<file path="config.mk">
export PLATFORM = sky130hd
export DESIGN_NAME = div_sched
export DESIGN_NICKNAME = d
export VERILOG_FILES = /design/src/rtl/div_sched.sv
export SDC_FILE = /design/constraint.sdc
export NUM_CORES = 1
export LEC_CHECK = 0
export CAP_MARGIN = 20
export CELL_PAD_IN_SITES_DETAIL_PLACEMENT = 1
export CELL_PAD_IN_SITES_GLOBAL_PLACEMENT = 1
export CORE_ASPECT_RATIO = 1.5
export CORE_MARGIN = 4
export CORE_UTILIZATION = 42
export DETAILED_ROUTE_END_ITERATION = 10
export GPL_TIMING_DRIVEN = 1
export PLACE_DENSITY_LB_ADDON = 0.3
export REMOVE_ABC_BUFFERS = 1
export SLEW_MARGIN = 10
export SYNTH_ARGS = -nofsm -noshare
export SYNTH_HDL_FRONTEND = slang
export SYNTH_SLANG_ARGS = --single-unit
</file>
<file path="constraint.sdc">
create_clock -name clk -period 8.62 [get_ports clk]
set_input_delay 2.586 -clock clk [delete_from_list [all_inputs] [get_ports clk]]
set_output_delay 2.586 -clock clk [all_outputs]
set_load 0.05 [all_outputs]
</file>
<file path="src/rtl/div_sched.sv">
// div_sched: shared iterative restoring divider serving two requesters.
// Requests are arbitrated round-robin, one quotient bit is produced per
// cycle, and signed operations reuse the unsigned datapath by working on
// operand magnitudes and fixing the quotient sign at the end.
module div_sched #(
   parameter int W  = 32,
   parameter int CW = 5
) (
   input  logic         clk,
   input  logic         rst,
   input  logic         req0_valid,
   output logic         req0_ready,
   input  logic         req0_signed,
   input  logic [W-1:0] req0_a,
   input  logic [W-1:0] req0_b,
   input  logic         req1_valid,
   output logic         req1_ready,
   input  logic         req1_signed,
   input  logic [W-1:0] req1_a,
   input  logic [W-1:0] req1_b,
   output logic         rsp_valid,
   input  logic         rsp_ready,
   output logic         rsp_id,
   output logic [W-1:0] rsp_q,
   output logic         rsp_dz
);

   typedef enum logic [1:0] {
      IDLE,
      CALC,
      DONE
   } state_t;

   state_t         r_state;
   state_t         w_nextState;

   logic           r_lastGrant;
   logic [W-1:0]   r_dividend;
   logic [W-1:0]   r_divisor;
   logic [W-1:0]   r_rem;
   logic [W-1:0]   r_quot;
   logic           r_signQ;
   logic [CW-1:0]  r_count;
   logic [W-1:0]   r_rspQ;
   logic           r_rspDz;
   logic           r_rspId;

   logic           w_grant0;
   logic           w_grant1;
   logic           w_accept;
   logic           w_selSigned;
   logic [W-1:0]   w_selA;
   logic [W-1:0]   w_selB;
   logic [W-1:0]   w_absA;
   logic [W-1:0]   w_absB;
   logic           w_selBZero;
   logic [W:0]     w_remShift;
   logic [W:0]     w_diff;
   logic           w_qBit;
   logic [W-1:0]   w_remNext;
   logic [W-1:0]   w_quotNext;
   logic [W-1:0]   w_quotSigned;

   // Round-robin grant: only offered while idle and never while reset is held
   always_comb begin
      w_grant0 = 1'b0;
      w_grant1 = 1'b0;
      if (r_state == IDLE && !rst) begin
         if (req0_valid && (!req1_valid || r_lastGrant)) begin
            w_grant0 = 1'b1;
         end else if (req1_valid) begin
            w_grant1 = 1'b1;
         end
      end
   end

   assign w_accept    = w_grant0 | w_grant1;
   assign w_selSigned = w_grant1 ? req1_signed : req0_signed;
   assign w_selA      = w_grant1 ? req1_a : req0_a;
   assign w_selB      = w_grant1 ? req1_b : req0_b;
   assign w_selBZero  = (w_selB == '0);
   assign w_absA      = (w_selSigned && w_selA[W-1]) ? (-w_selA) : w_selA;
   assign w_absB      = (w_selSigned && w_selB[W-1]) ? (-w_selB) : w_selB;

   // One restoring step; the extra top bit keeps large unsigned divisors exact
   always_comb begin
      w_remShift   = {r_rem, r_dividend[W-1]};
      w_diff       = w_remShift - {1'b0, r_divisor};
      w_qBit       = ~w_diff[W];
      w_remNext    = w_qBit ? w_diff[W-1:0] : w_remShift[W-1:0];
      w_quotNext   = {r_quot[W-2:0], w_qBit};
      w_quotSigned = r_signQ ? (-w_quotNext) : w_quotNext;
   end

   // Next-state decode: divide-by-zero skips the iteration phase entirely
   always_comb begin
      w_nextState = r_state;
      case (r_state)
         IDLE: begin
            if (w_accept) begin
               w_nextState = w_selBZero ? DONE : CALC;
            end
         end
         CALC: begin
            if (r_count == '0) begin
               w_nextState = DONE;
            end
         end
         DONE: begin
            if (rsp_ready) begin
               w_nextState = IDLE;
            end
         end
         default: w_nextState = IDLE;
      endcase
   end

   // State register
   always_ff @(posedge clk or posedge rst) begin
      if (rst) begin
         r_state <= IDLE;
      end else begin
         r_state <= w_nextState;
      end
   end

   // Operand capture, iteration and result registers
   always_ff @(posedge clk or posedge rst) begin
      if (rst) begin
         r_lastGrant <= 1'b1;
         r_dividend  <= '0;
         r_divisor   <= '0;
         r_rem       <= '0;
         r_quot      <= '0;
         r_signQ     <= 1'b0;
         r_count     <= '0;
         r_rspQ      <= '0;
         r_rspDz     <= 1'b0;
         r_rspId     <= 1'b0;
      end else begin
         case (r_state)
            IDLE: begin
               if (w_accept) begin
                  r_lastGrant <= w_grant1;
                  r_rspId     <= w_grant1;
                  if (w_selBZero) begin
                     r_rspQ  <= '0;
                     r_rspDz <= 1'b1;
                  end else begin
                     r_dividend <= w_absA;
                     r_divisor  <= w_absB;
                     r_signQ    <= w_selSigned & (w_selA[W-1] ^ w_selB[W-1]);
                     r_rem      <= '0;
                     r_quot     <= '0;
                     r_count    <= CW'(W - 1);
                  end
               end
            end
            CALC: begin
               r_rem      <= w_remNext;
               r_quot     <= w_quotNext;
               r_dividend <= {r_dividend[W-2:0], 1'b0};
               r_count    <= r_count - 1'b1;
               if (r_count == '0) begin
                  r_rspQ  <= w_quotSigned;
                  r_rspDz <= 1'b0;
               end
            end
            default: begin
            end
         endcase
      end
   end

   assign req0_ready = w_grant0;
   assign req1_ready = w_grant1;
   assign rsp_valid  = (r_state == DONE);
   assign rsp_q      = r_rspQ;
   assign rsp_dz     = r_rspDz;
   assign rsp_id     = r_rspId;

endmodule
</file>
Yosys cells after proc, flatten, opt, wreduce, memory -nomap -nowiden

Index checks and enable logic that the tools add are counted.

Add/subtract/negate cells: 5
Equal/unequal tests: 7
Mux-type cells: 35
Bitwise operators: 5
Reduce and logical (&&, ||, !) cells: 16

Operators by type and width:

| kind                                                                   | number |
|---|---|
| 32-bit 2-to-1 mux                                                      | 13 |
| 32-bit case mux with 2 select lines                                    | 3 |
| 32-bit negator                                                         | 3 |
| 31-bit case mux with 2 select lines                                    | 1 |
| 33-bit by 32-bit subtractor with 33-bit output                         | 1 |
| 32-bit zero test                                                       | 1 |
| 5-bit 2-to-1 mux                                                       | 2 |
| 5-bit case mux with 2 select lines                                     | 1 |
| 1-bit 2-to-1 mux                                                       | 9 |
| 3-bit AND reduction                                                    | 3 |
| 2-bit 2-to-1 mux                                                       | 4 |
| 2-bit != test (second input constant)                                  | 4 |
| 2-bit case mux with 3 select lines                                     | 1 |
| 5-bit zero test                                                        | 1 |
| 5-bit by 1-bit subtractor with 5-bit output (second input constant)    | 1 |
| 1-bit logical AND                                                      | 4 |
| 4-bit AND reduction                                                    | 1 |
| 2-bit by 1-bit equality test with 1-bit output (second input constant) | 1 |
| 2-bit equality test (second input constant)                            | 1 |
| 1-bit zero test                                                        | 2 |
| 2-bit zero test                                                        | 1 |
| 2-bit by 1-bit != test with 1-bit output (second input constant)       | 1 |
| 1-bit NOT                                                              | 2 |
| 1-bit case mux with 2 select lines                                     | 1 |
| 6 further kinds                                                        | 6 |

Flip-flop bits (word level): 170
Input bits: 135
Output and inout bits: 37
Word-level logic and storage cells: 79

Logic depth before layout (Yosys ltp)

Depth after elaboration: 11
Depth in mapped cells: 20

Least setup slack after synthesis

OpenSTA, ideal clock, no wires.

Kind: input port to output port
Start point: in rst
End point: out req1_ready
Arrival time: 4,445 ps
Data required time: 6,034 ps
Slack: 1,589 ps
Cell stages on the path: 8
Path buffers: 5
Path through: nor3_1 > nand3_1 > inv_1 > buf_2 > clkbuf_1 > buf_2 > buf_2 > buf_2

Cells in the longest elaborated chain, start to end: 3

RTL lines:

| item                             | RTL line | RTL |
|---|---|---|
| start, declared                  | 10       | `input logic rst,` |
| 1-bit zero test (no source line) | -        |  |
| 1-bit logical AND                | 68       | `if (r_state == IDLE && !rst) begin` |
| 1-bit 2-to-1 mux                 | 68       |  |
| end, declared                    | 17       | `output logic req1_ready,` |

Every way passes these cells.

Worst setup path after layout

Start point: in rst
End point: out req0_ready

Cells in the longest elaborated chain, start to end: 3

RTL lines:

| item                             | RTL line | RTL |
|---|---|---|
| 1-bit zero test (no source line) | -        |  |
| 1-bit logical AND                | 68       |  |
| 1-bit 2-to-1 mux                 | 68       |  |
| end, declared                    | 12       | `output logic req0_ready,` |

Every way passes these cells.

==> flow_summary.ini <==
[outcome]
status = completed

[sta]
fin_ws_ns = 1.25
setup-tns-final_ns = 0
min_period_ns = 7.37
rsz0062_at_grt = false
maxSlewViolCount = 0
post-route-period-util_pct = 85.5
skew_ns = 0.0192
max_freq_ghz = 0.136
relSlewSlack_pct = 39.5
worstMarginPinSlew_ns = 0.907
whs_ns = 0.480
hold_viol = 0
finalSetupViolCount = 0

[layout]
final_common_cell = nand2_1
drive_gt1_share_pct = 4.71
syn_to_final_growth_pct = 22.4
mostFrequentLayoutCells = nand2_1, clkdlybuf4s50_1, dfrtp_1, o21ai_0, mux2i_1
num-nets-final = 1646
fin_area_sq_mm = 0.0142

[power_and_ir_drop]
power_leakage_nw = 5.89
p_per_area_mw_per_mm2 = 394
irDropWorstVdd_mv = 0.272

[logic_synthesis]
synth_ff_type = dfrtp_1
synth_area_per_cell_sq_um = 8.67
ys_types = 66
synth_area_sq_mm = 0.0116
ys_async_sr_fraction_pct = 100
synth_edf_count = 0
yosys_register_bits = 170
synth.largest_area_cell = dfrtp_1
seq_area_frac_synth_pct = 36.6
ys_top_cells_by_area = dfrtp_1, mux2i_1, o21ai_0
postSynthCellCount = 1341
synth_warnings = 0
synth_top_area_share_pct = 36.4

[worst_setup_path]
r2r-start = r_dividend[31]
crit_required_ns = 6.03
critPathLaunchType = input pin
critPathCaptureType = output port
rr_endpoint = rsp_q[30]
critical_path_class = input pin to output port
cp_max_fo = 3
worst-r2r-setup-slack_ns = 2.83
ff2ff_path_depth = 19
worstSetupStartpoint = rst
worst_ep_arrival_time_ns = 4.79

[clocking]
cts_sinks = 170
cts_tree = yes
max-clock-path-buffers = 2
post-cts-setup-buffers = 0
path_clk_slew_ns = 0.07
cts-htree-levels = 4
ctsHoldBuffers = 0
cts_repair_resize_count = 0
numCtsBuffers = 17
cts-root-buf = clkbuf_16
clk_latency_ns = 0.45

[global_routing]
grt_pass1_wl_microns = 57900
antenna_found_initial = 5
grt.total_usage_pct = 23.6
overflow = 0
grt_max_degree = 110
first_global_vias = 11369

[route]
drt_iter0_markers = 514
firstDrtPassIters = 5
wirelength_microns = 35500
ant_nets = 0
wl_per_cell_microns = 19.4
avgViaCountPerCell = 5.79
vias = 10598
drc = 0

[run]
drv_cap = 0

[floorplan]
fp-row-count = 74
start_util_pct = 42.6
die_x_microns = 144
coreArea_sq_mm = 0.0273
die_h_microns = 212
fp.dieArea_sq_mm = 0.0305
ioPinCount = 172

[worst_hold_path]
hp-start = rsp_q[8]
hold_end = rsp_q[8]
hold_path.class = flip-flop to flip-flop
hold_depth = 2

[placed_design]
portBuffers = 171
place_area_sq_mm = 0.0136
routabilityCongestion = 0.875
dp_hpwl_microns = 25400
dp_slack_ns = 1.31
-- per-stage QoR --
stage	cells	power, mW	utilization, %
4_1_cts	1825	5.60	51.8
3_5_place_dp	1793	4.79	49.7
3_3_place_gp	1793	4.64	49.7
6_report	1829	5.60	52.1
5_1_grt	1828	6.06	52.1
2_1_floorplan	1266	3.84	-
-- cells by family after synthesis --
kind of cell	Yosys count	synth area share (%)
DFF	170	36.6
AOI/OAI and AO/OA	404	22.2
muxes	84	7.23
and+or+nand+nor	399	16.0
buffers and inverters	127	4.84
xor gates and xnor gates	119	8.96
adders and majority gates	38	4.15
-- report_power, final --
group	internal [mW]	leakage, nW	total (mW)	switching, mW
clock network	0.425	0.278	0.771	0.346
registers	1.18	2.08	1.49	0.306
logic	1.36	3.53	3.34	1.99
-- registers in the layout (all words and copies together) (netlist names) --
name and flops:
r_count 5, r_dividend 32, r_divisor 32, r_lastGrant 1
r_quot 31, r_rem 32, r_signQ 1, r_state 2
rsp_dz 1, rsp_id 1, rsp_q 32
-- cell type report --
type	instances	area, sq um
diodes	1	2.50
clock buffers	21	470
clock inverters	11	109
fillers	3172	13100
inverters	52	203
multi-input cells	1044	6850
flip-flops and latches	170	4260
well taps	342	428
repair buffers	188	1910
-- cells in the mapped netlist, types with 8 or more instances --
cell      number
nor4_1        22
a31oi_1       16
a21o_1        22
ha_1          37
a21oi_1       57
or3_1         17
xnor2_1       57
nor2_1        66
a32oi_1        8
o21ai_0      157
o41ai_1       12
buf_2         20
xor2_1        62
nand2b_1      11
a22o_1        30
nand4_1        8
o21ai_1       13
dfrtp_1      169
nand3_1       11
nor3_1        41
nand2_1      178
a22oi_1       16
clkbuf_1      40
o31ai_1       33
inv_1         52
or4_1         11
mux2i_1       84
-- critical path, stage by stage --
cell	delay, ns
clkdlybuf4s50_1	0.53
nor3_1	0.61
and3_1	0.26
clkdlybuf4s50_1	0.80
-- routing by layer --
| metal | routed length (microns) | global-route usage, % | vias to the layer above |
|---|---|---|---|
| li1 | - | - | 5092 |
| met1 | 14700 | 28.0 | 5249 |
| met2 | 18600 | 42.6 | 196 |
| met3 | 1350 | 4.41 | 51 |
| met4 | 765 | 7.18 | 10 |
| met5 | 72 | 0 | - |
-- worst max-delay path by stage --
stage,endpoint,slack [ns]
after floorplan,r_count[4],-2.72
after global placement,req0_ready,1.30
after detailed placement,req0_ready,1.31
after CTS,req0_ready,1.29
after global routing,req0_ready,1.25
final,req0_ready,1.25
(Power assumes the default switching activity.)
